===== src/rtl/fp_operand_unpack.sv =====
// Purpose : binary32 add/sub input stage; unpacks both operands, restores the
//           hidden bit, orders them so |A| >= |B| and computes the exponent gap.
// Latency : 2 cycles (S1 operand register, S2 unpacked/ordered bundle).
// Backpressure: per-stage stall enables; o_ready is combinational from i_ready,
//           so a full pipeline accepts a new pair in the same cycle the output drains.
// Ports   : i_valid/o_ready/i_add_sub/i_op_a/i_op_b upstream handshake + operands;
//           o_valid/i_ready downstream handshake; o_add_sub, o_swap, o_sign_*,
//           o_exp_* (raw field), o_man_* ({hidden, frac}), o_exp_diff.
// Option  : `define FP_UNPACK_DENORM_FLUSH_EN forces subnormal fractions to zero
//           before ordering (sign and raw exponent are kept).
module fp_operand_unpack (
  input  logic        i_clk,
  input  logic        i_rst_n,
  input  logic        i_valid,
  output logic        o_ready,
  input  logic        i_add_sub,
  input  logic [31:0] i_op_a,
  input  logic [31:0] i_op_b,
  output logic        o_valid,
  input  logic        i_ready,
  output logic        o_add_sub,
  output logic        o_swap,
  output logic        o_sign_a,
  output logic        o_sign_b,
  output logic [7:0]  o_exp_a,
  output logic [7:0]  o_exp_b,
  output logic [23:0] o_man_a,
  output logic [23:0] o_man_b,
  output logic [7:0]  o_exp_diff
);

  // Stage 1: raw operand capture
  logic        s1_valid;
  logic        s1_add_sub;
  logic [31:0] s1_op_a;
  logic [31:0] s1_op_b;

  logic s2_en;
  logic s1_en;

  assign s2_en   = ~o_valid | i_ready;
  assign s1_en   = ~s1_valid | s2_en;
  assign o_ready = s1_en;

  always_ff @(posedge i_clk or negedge i_rst_n) begin
    if (!i_rst_n) begin
      s1_valid   <= 1'b0;
      s1_add_sub <= 1'b0;
      s1_op_a    <= 32'd0;
      s1_op_b    <= 32'd0;
    end else if (s1_en) begin
      s1_valid <= i_valid;
      if (i_valid) begin
        s1_add_sub <= i_add_sub;
        s1_op_a    <= i_op_a;
        s1_op_b    <= i_op_b;
      end
    end
  end

  // Field extraction from S1
  logic [7:0]  exp_a, exp_b;
  logic [22:0] frac_a, frac_b;
  logic [23:0] man_a, man_b;
  logic [7:0]  eff_a, eff_b;
  logic        swap;

  assign exp_a = s1_op_a[30:23];
  assign exp_b = s1_op_b[30:23];

`ifdef FP_UNPACK_DENORM_FLUSH_EN
  assign frac_a = (exp_a == 8'd0) ? 23'd0 : s1_op_a[22:0];
  assign frac_b = (exp_b == 8'd0) ? 23'd0 : s1_op_b[22:0];
`else
  assign frac_a = s1_op_a[22:0];
  assign frac_b = s1_op_b[22:0];
`endif

  assign man_a = {(exp_a != 8'd0), frac_a};
  assign man_b = {(exp_b != 8'd0), frac_b};

  // Subnormals share the scale of exponent 1 for alignment purposes
  assign eff_a = (exp_a == 8'd0) ? 8'd1 : exp_a;
  assign eff_b = (exp_b == 8'd0) ? 8'd1 : exp_b;

  // Magnitude order: {exp, frac} as an unsigned integer; ties keep original order
  assign swap = ({exp_b, frac_b} > {exp_a, frac_a});

  // Stage 2: ordered bundle, driven straight onto the outputs
  always_ff @(posedge i_clk or negedge i_rst_n) begin
    if (!i_rst_n) begin
      o_valid    <= 1'b0;
      o_add_sub  <= 1'b0;
      o_swap     <= 1'b0;
      o_sign_a   <= 1'b0;
      o_sign_b   <= 1'b0;
      o_exp_a    <= 8'd0;
      o_exp_b    <= 8'd0;
      o_man_a    <= 24'd0;
      o_man_b    <= 24'd0;
      o_exp_diff <= 8'd0;
    end else if (s2_en) begin
      o_valid <= s1_valid;
      if (s1_valid) begin
        o_add_sub  <= s1_add_sub;
        o_swap     <= swap;
        o_sign_a   <= swap ? s1_op_b[31] : s1_op_a[31];
        o_sign_b   <= swap ? s1_op_a[31] : s1_op_b[31];
        o_exp_a    <= swap ? exp_b : exp_a;
        o_exp_b    <= swap ? exp_a : exp_b;
        o_man_a    <= swap ? man_b : man_a;
        o_man_b    <= swap ? man_a : man_b;
        // Slot A has the larger magnitude, so this never goes negative
        o_exp_diff <= swap ? (eff_b - eff_a) : (eff_a - eff_b);
      end
    end
  end

endmodule


===== config.mk =====
export PLATFORM = sky130hd
export DESIGN_NAME = fp_operand_unpack
export DESIGN_NICKNAME = d
export VERILOG_FILES = /design/src/rtl/fp_operand_unpack.sv
export SDC_FILE = /design/constraint.sdc
export NUM_CORES = 1
export LEC_CHECK = 0
export ABC_AREA = 1
export CORE_MARGIN = 10
export CORE_UTILIZATION = 40
export CTS_BUF_LIST = sky130_fd_sc_hd__clkbuf_4 sky130_fd_sc_hd__clkbuf_8
export DETAILED_ROUTE_END_ITERATION = 10
export GPL_ROUTABILITY_DRIVEN = 0
export SETUP_SLACK_MARGIN = 0.2
export SLEW_MARGIN = 10
export SYNTH_ARGS = -nofsm -noshare
export SYNTH_HDL_FRONTEND = slang
export SYNTH_SLANG_ARGS = --single-unit

===== constraint.sdc =====
create_clock -name i_clk -period 2.8 [get_ports i_clk]
set_input_delay 0.56 -clock i_clk [delete_from_list [all_inputs] [get_ports i_clk]]
set_output_delay 0.56 -clock i_clk [all_outputs]
set_load 0.01 [all_outputs]

==> results.md, run 1 <==
- Hold-fix buffers, CTS: 0
- Worst r2r path cells: 12
- CTS max path bufs: 2
- Post-Synth XOR/XNOR Area: around 1.0%
- Core region area: roughly 19000 µm²
- Maxcap violations: 0
- WL per Instance: roughly 16 µm
- Post-route cell area: roughly 10000 µm²
- Via count: ~7000
- Die X: 160 µm
- Main combinational cell family by area after synthesis: simple AND/OR/NAND/NOR gates
- Compound-gate portion of the synthesized area: ~6.4%
- Clk sink count: 143
- Multiplexer area fraction after synthesis: 0%
- Distinct cell type count of the synthesized netlist: 29
- Min Tclk post-route: 2440 ps
- Fraction of the mapped netlist area in simple logic gates: ~29%
- Worst vdd ir: roughly 0.38 mV
- ANT cells: 0
- RR Endpoint: o_exp_b[0]$_DFFE_PN0P_
- Adder-cell share of the synthesized area: slightly above 8%
- Final Max Slew Viols: 0
- RSZ-0062 raised after global routing: no
- Share of cells above drive strength 1: ~8.1%
- Sum Neg Setup Slack: 0 ps
- Mapped Area: slightly below 8000 µm²
- Mapped Nets: between 1000 and 1500
- H-tree depth: 4
- Routed met1 length: roughly 11000 µm
- Tcrit/Tclk final: around 87%
- Layout Skew: 20.4 ps
- Initial antenna violation count: 0
- Largest net degree at the start of global routing: between 70 and 80
- Clock Latency Late Sink: 460 ps
- Dominant synthesized flop cell: dfrtp_1
- Setup violators final: 0
- # nets final: between 1000 and 1500
- Final wirelength: 22200 µm
- Worst Path Max Fanout: 3
- Fmax: around 400 MHz
- Dpl hpwl: between 15000 and 20000 µm
- EDFF count, synth: 0
- Overall die area: ~25000 µm²
- Critical path arrival: roughly 1900 ps
- Syn_area_per_cell: ~7.7 µm²
- Overall Global Routing Usage: 17.3%
- Post-synth ARST share: 100%
- Slew @ Worst Pin: 624 ps
- YS warnings: 0
- Cells after Synth: ~1000
- Rows: 50
- Port Buffers: 146
- Fill cells: around 1900
- Area grow syn2layout: 28.9%
- Non-filler cells, final: about 1400
- Router iterations before antenna repair: 5
- Gr ovfl total: 0
- WP data required: roughly 2200 ps
- Critical Path Sink Type: output pin
- Clk root buf: clkbuf_8
- Leakage Power: 5.08 nW
- FF+latch count, synth: 143
- DR iter-0 viols: between 400 and 500
- Placed cell area: roughly 9500 µm²
- Total CTS buffers: 17
- ANT nets after route: 0
- Area leader, netlist: dfrtp_1
- Vias in the first global route: slightly below 7000
- Io pins: around 150
- FF-to-FF setup slack: between 400 and 500 ps
- Largest cells by area after synthesis: dfrtp_1, nand2_1, nand3_1
- Vias per inst: approximately 5
- Highest routed layer: met4
- Status: finished, final reports clean
- Met3 WL: 1290 µm
- Initial core utilization: approximately two fifths
- Min-Delay Path Class: in2async
- Met2 WL post-DR: 10100 µm
- Detailed-route DRC error count: 0
- Clk slew on worst S/H paths: about 80 ps
- CTS tree: yes
- Placed cell count: about 1400
- Top-area cell type share of the netlist area: 45.9%
- Hold Fails Final Rpt: 0
- RR Startpoint: s1_op_b[30]$_DFFE_PN0P_
- Global-route wire length before repair: about 36000 µm
- Die H: ~160 µm
- Crit. Startpoint: i_ready
- Rel. slew slack: 58.4%
- Kind of critical path: in2out
- Fin util: approximately 53%
- Pwr/cell area: between 800 and 900 nW/µm²
- Startpoint Class: input port
- Register area share after synthesis: a little under half
metrics by stage:
stage	setup WS [ps]	hold WS, ps	power (mW)
floorplan	522	264	5.06
global placement	296	463	6.78
detailed placement	250	465	6.80
CTS	236	97.3	8.61
global route	188	112	9.21
finish	365	81.0	8.55
flip-flops by register name, summed over array words and instances, names as in the netlist, 8 cells and up:
| register | cells |
|---|---|
| s1_op_b | 32 |
| o_exp_b | 8 |
| o_man_b | 24 |
| o_man_a | 24 |
| o_exp_diff | 8 |
| s1_op_a | 32 |
| o_exp_a | 8 |
timing repair:
item / CTS / global route
setup endpoints to repair: 0 / 22
resized for setup: 0 / 20
endpoints found under the hold margin: 0 / 0
buffers inserted: 0 / 9
worst max path at each step:
stage,endpoint,cells after the start
6_report,o_ready,4
2_1_floorplan,o_exp_diff[4]$_DFFE_PN0P_,14
3_3_place_gp,o_exp_diff[6]$_DFFE_PN0P_,17
3_5_place_dp,o_exp_diff[4]$_DFFE_PN0P_,14
4_1_cts,o_exp_diff[4]$_DFFE_PN0P_,14
5_1_grt,o_exp_diff[4]$_DFFE_PN0P_,14
cell families after synthesis:
family          count (synthesis)
xor+xnor                        9
fa+ha+maj                      49
simple gates                  545
flops                         143
buf+inv                       176
compound gates                 96
power breakdown:
group	switching [mW]	total, mW	internal (mW)
combinational	2.01	3.74	1.72
sequential	0.365	3.04	2.68
clock	0.838	1.77	0.932
cell usage after synthesis (2+ instances only):
master	instances
nand2_1	299
nand3_1	153
dfrtp_1	143
inv_1	107
a21oi_1	84
nor2_1	79
ha_1	47
clkbuf_1	31
buf_2	21
buf_4	10
nand4_1	6
xor2_1	6
buf_1	5
o21ai_0	5
a21o_1	3
xnor2_1	3
a21boi_0	2
fa_1	2
nand2_2	2
routing by layer:
| layer | track usage (%) | up-vias |
|---|---|---|
| met3 | 4.65 | 21 |
| met1 | 22.9 | 3260 |
| li1 | - | 3483 |
| met2 | 27.3 | 162 |
| met5 | 0 | - |
| met4 | 4.42 | 0 |
layout by cell type, fill, tap and decap left out, types with 2 or more instances in the layout:
| master | n |
|---|---|
| nand2_1 | 297 |
| nand2_2 | 3 |
| clkinv_4 | 2 |
| a21boi_0 | 2 |
| o21ai_0 | 4 |
| buf_12 | 5 |
| dfrtp_1 | 141 |
| nor2_2 | 3 |
| buf_4 | 29 |
| clkbuf_8 | 18 |
| dfrtp_2 | 2 |
| clkinvlp_4 | 2 |
| inv_1 | 98 |
| a21oi_1 | 84 |
| inv_6 | 3 |
| fa_2 | 2 |
| xor2_1 | 6 |
| o21ai_1 | 2 |
| a21o_1 | 3 |
| clkinv_2 | 2 |
| nor3_2 | 2 |
| nand3_2 | 2 |
| xnor2_1 | 3 |
| nor2_1 | 77 |
| clkbuf_4 | 2 |
| ha_1 | 47 |
| nand3_1 | 152 |
| inv_2 | 10 |
| nand4_1 | 6 |
| buf_6 | 2 |
| bufinv_16 | 3 |
| clkdlybuf4s50_1 | 145 |
worst max-delay path, stage by stage:
cell             delay, ps
clkdlybuf4s50_1        460
inv_1                   50
nand3_1                190
clkdlybuf4s50_1        620
layout make-up:
cell class	instances	area, µm²	area share (%)
sequential	143	3580	35.7
multi-input combinational	699	3520	35.0
timing repair buffer	181	1790	17.8
inverter	108	405	4.04
tap	260	325	3.24
clock buffer	20	263	2.62
clock inverter	12	159	1.58
(Power assumes the default switching activity.)
==> inputs of run 2 (changes only) <==
Settings changed: CORE_UTILIZATION 40 to 50, PLACE_DENSITY set to 0.77.
==> results.md, run 2 (synthesis results as in run 1) <==
- Io pins: 147 (unchanged)
- ANT cells: 0 (unchanged)
- Clock Latency Late Sink: 460 ps (about the same)
- Initial core utilization: 51.1% (+10 points)
- Sequential Power Share: 35.7% (about the same)
- Gate power share: 44.3% (+0.6 points)
- Area grow syn2layout: 27.3%
- Min Tclk post-route: 2480 ps (+43.9 ps)
- Clk root buf: clkbuf_8
- Worst Path Max Fanout: 5 (+2)
- Worst r2r path cells: 17 (+5)
- Tcrit/Tclk final: 88.5% (+1.6 points)
- Register area: 3580 µm² (about the same)
- Kind of critical path: reg2reg
- H-tree depth: 4 (unchanged)
- Worst vdd ir: 0.513 mV (+37%)
- Critical Path Sink Type: register
- Pwr/cell area: 853 nW/µm² (+0.25%)
- Vias in the first global route: 6781 (-1.4%)
- Maxcap violations: 0 (unchanged)
- Min-Delay Path Class: in2async
- Gr ovfl total: 0 (unchanged)
- RR Startpoint: s1_op_a[29]$_DFFE_PN0P_
- CTS max path bufs: 2 (unchanged)
- ANT nets after route: 0 (unchanged)
- Tot Pwr: 8.46 mW (-1.0%)
- Critical path arrival: 2830 ps (+950 ps)
- Commonest non-fill, non-tap cell in the layout: nand2_1
- Most frequent cells in the layout: nand2_1, nand3_1, clkdlybuf4s50_1, dfrtp_1, inv_1
- Dpl hpwl: 14600 µm (-6.7%)
- Final wirelength: 21200 µm (-4.6%)
- Clk slew on worst S/H paths: 70 ps (about the same)
- Hold-fix buffers, CTS: 0 (unchanged)
- Clock power share: 20.0% (-0.7 points)
- Rows: 45 (-10%)
- Fmax: 403 MHz (-1.8%)
- Overall Global Routing Usage: 20.5% (+3.3 points)
- # nets final: 1258 (-0.79%)
- Core region area: 15300 µm² (-20%)
- Overall die area: 21000 µm² (-18%)
- Rel. slew slack: 61.0% (+2.6 points)
- Hold Fails Final Rpt: 0 (unchanged)
- WP data required: 3150 ps (+910 ps)
- Dpl ws: 138 ps (-112 ps)
- Die H: 145 µm (-9.2%)
- NetSw: 3.16 mW (-1.9%)
- Port Buffers: 146 (unchanged)
- Vias per inst: 5.10 (+4.9%)
- Total CTS buffers: 17 (unchanged)
- Via count: 6963 (+0.53%)
- Status: finished, final reports clean
- Layout Skew: 14.6 ps (-5.78 ps)
- FF-to-FF setup slack: 320 ps (-100 ps)
- Sum Neg Setup Slack: 0 ps (unchanged)
- Largest net degree at the start of global routing: 81 (+9.5%)
- Global-route wire length before repair: 34300 µm (-5.2%)
- Net Sw Frac: 37.3% (-0.33 points)
- Multi-input gate area: 3510 µm² (about the same)
- Initial antenna violation count: 0 (unchanged)
- CTS tree: yes
- Placed cell count: 1325 (-4.1%)
- Router iterations before antenna repair: 5 (unchanged)
- Slew @ Worst Pin: 585 ps (-38.7 ps)
- Die X: 145 µm (-9.2%)
- Setup slack after layout: 321 ps (-43.9 ps)
- Largest regs: s1_op_a (32), s1_op_b (32)
- RR Endpoint: o_exp_diff[6]$_DFFE_PN0P_
- Fill cells: 1321 (-29%)
- Detailed-route DRC error count: 0 (unchanged)
- Fin util: 65.0% (+12 points)
- Setup violators final: 0 (unchanged)
- DR iter-0 viols: 559 (+38%)
- RSZ-0062 raised after global routing: yes
- Final Max Slew Viols: 0 (unchanged)
- Leakage Power: 5.04 nW (-0.81%)
- WL per Instance: 15.5 µm (-0.49%)
- Clk sink count: 143 (unchanged)
- Startpoint Class: register
- Share of cells above drive strength 1: 7.11% (-0.97 points)
- Int Pwr: 5.31 mW (-0.47%)
- Non-filler cells, final: 1364 (-4.1%)
==> run 2: worst max-delay path: stages, from the launching register on <==
cell and delay [ps]:
dfrtp_1 410, inv_2 100, nand4_1 140, nor3_2 260, nor2_2 90, inv_1 90, ha_1 150, inv_1 50
fa_2 350, and3_1 190, nand2_1 100, nand3_1 70, nand2_1 60, nand2_1 50, inv_1 40, nand3_1 70
nand3_1 110, nand2_1 50
==> run 2: power by group through the flow <==
stage	Clock (mW)	Sequential [mW]	Combinational, mW
finish	1.69	3.02	3.75
global route	1.81	3.10	4.18
CTS	1.72	3.02	3.74
detailed placement	0	3.05	3.71
global placement	0	3.03	3.67
floorplan	0	3.24	1.83
==> run 2: final cells by class <==
type,count,share of cell area (%)
Sequential cell,143,36.1
Multi-Input combinational cell,699,35.4
Timing Repair Buffer,171,17.6
Inverter,108,4.09
Clock buffer,23,3.07
Tap cell,211,2.66
Clock inverter,9,1.09
==> run 2: metal layers <==
metal	vias up	wire, µm	GRT usage, %
li1	3458	-	-
met1	3247	9290	26.9
met2	230	10200	32.7
met3	28	1450	5.25
met4	0	270	6.54
met5	-	0	0
==> run 2: through the flow <==
step           instance area [µm²]  hold WS, ps
4_1_cts                       9840         44.7
6_report                      9920         42.2
3_3_place_gp                  9430          462
3_5_place_dp                  9430          464
5_1_grt                       9920         49.1
2_1_floorplan                 7790          264
==> run 2: worst max path at each step <==
stage,from,to,slack [ps]
2_1_floorplan,s1_op_a[25]$_DFFE_PN0P_,o_exp_diff[4]$_DFFE_PN0P_,520
3_3_place_gp,s1_op_a[24]$_DFFE_PN0P_,o_exp_diff[6]$_DFFE_PN0P_,260
3_5_place_dp,s1_op_a[24]$_DFFE_PN0P_,o_exp_diff[4]$_DFFE_PN0P_,140
4_1_cts,s1_op_a[24]$_DFFE_PN0P_,o_exp_diff[4]$_DFFE_PN0P_,200
5_1_grt,s1_op_a[23]$_DFFE_PN0P_,o_exp_diff[4]$_DFFE_PN0P_,140
6_report,s1_op_a[29]$_DFFE_PN0P_,o_exp_diff[6]$_DFFE_PN0P_,320
==> run 2: what timing repair did <==
item	CTS	global route
setup buffers	0	7
gates resized for setup	1	17
pin swaps	0	3
setup endpoints to repair	2	53
endpoints found under the hold margin	0	0
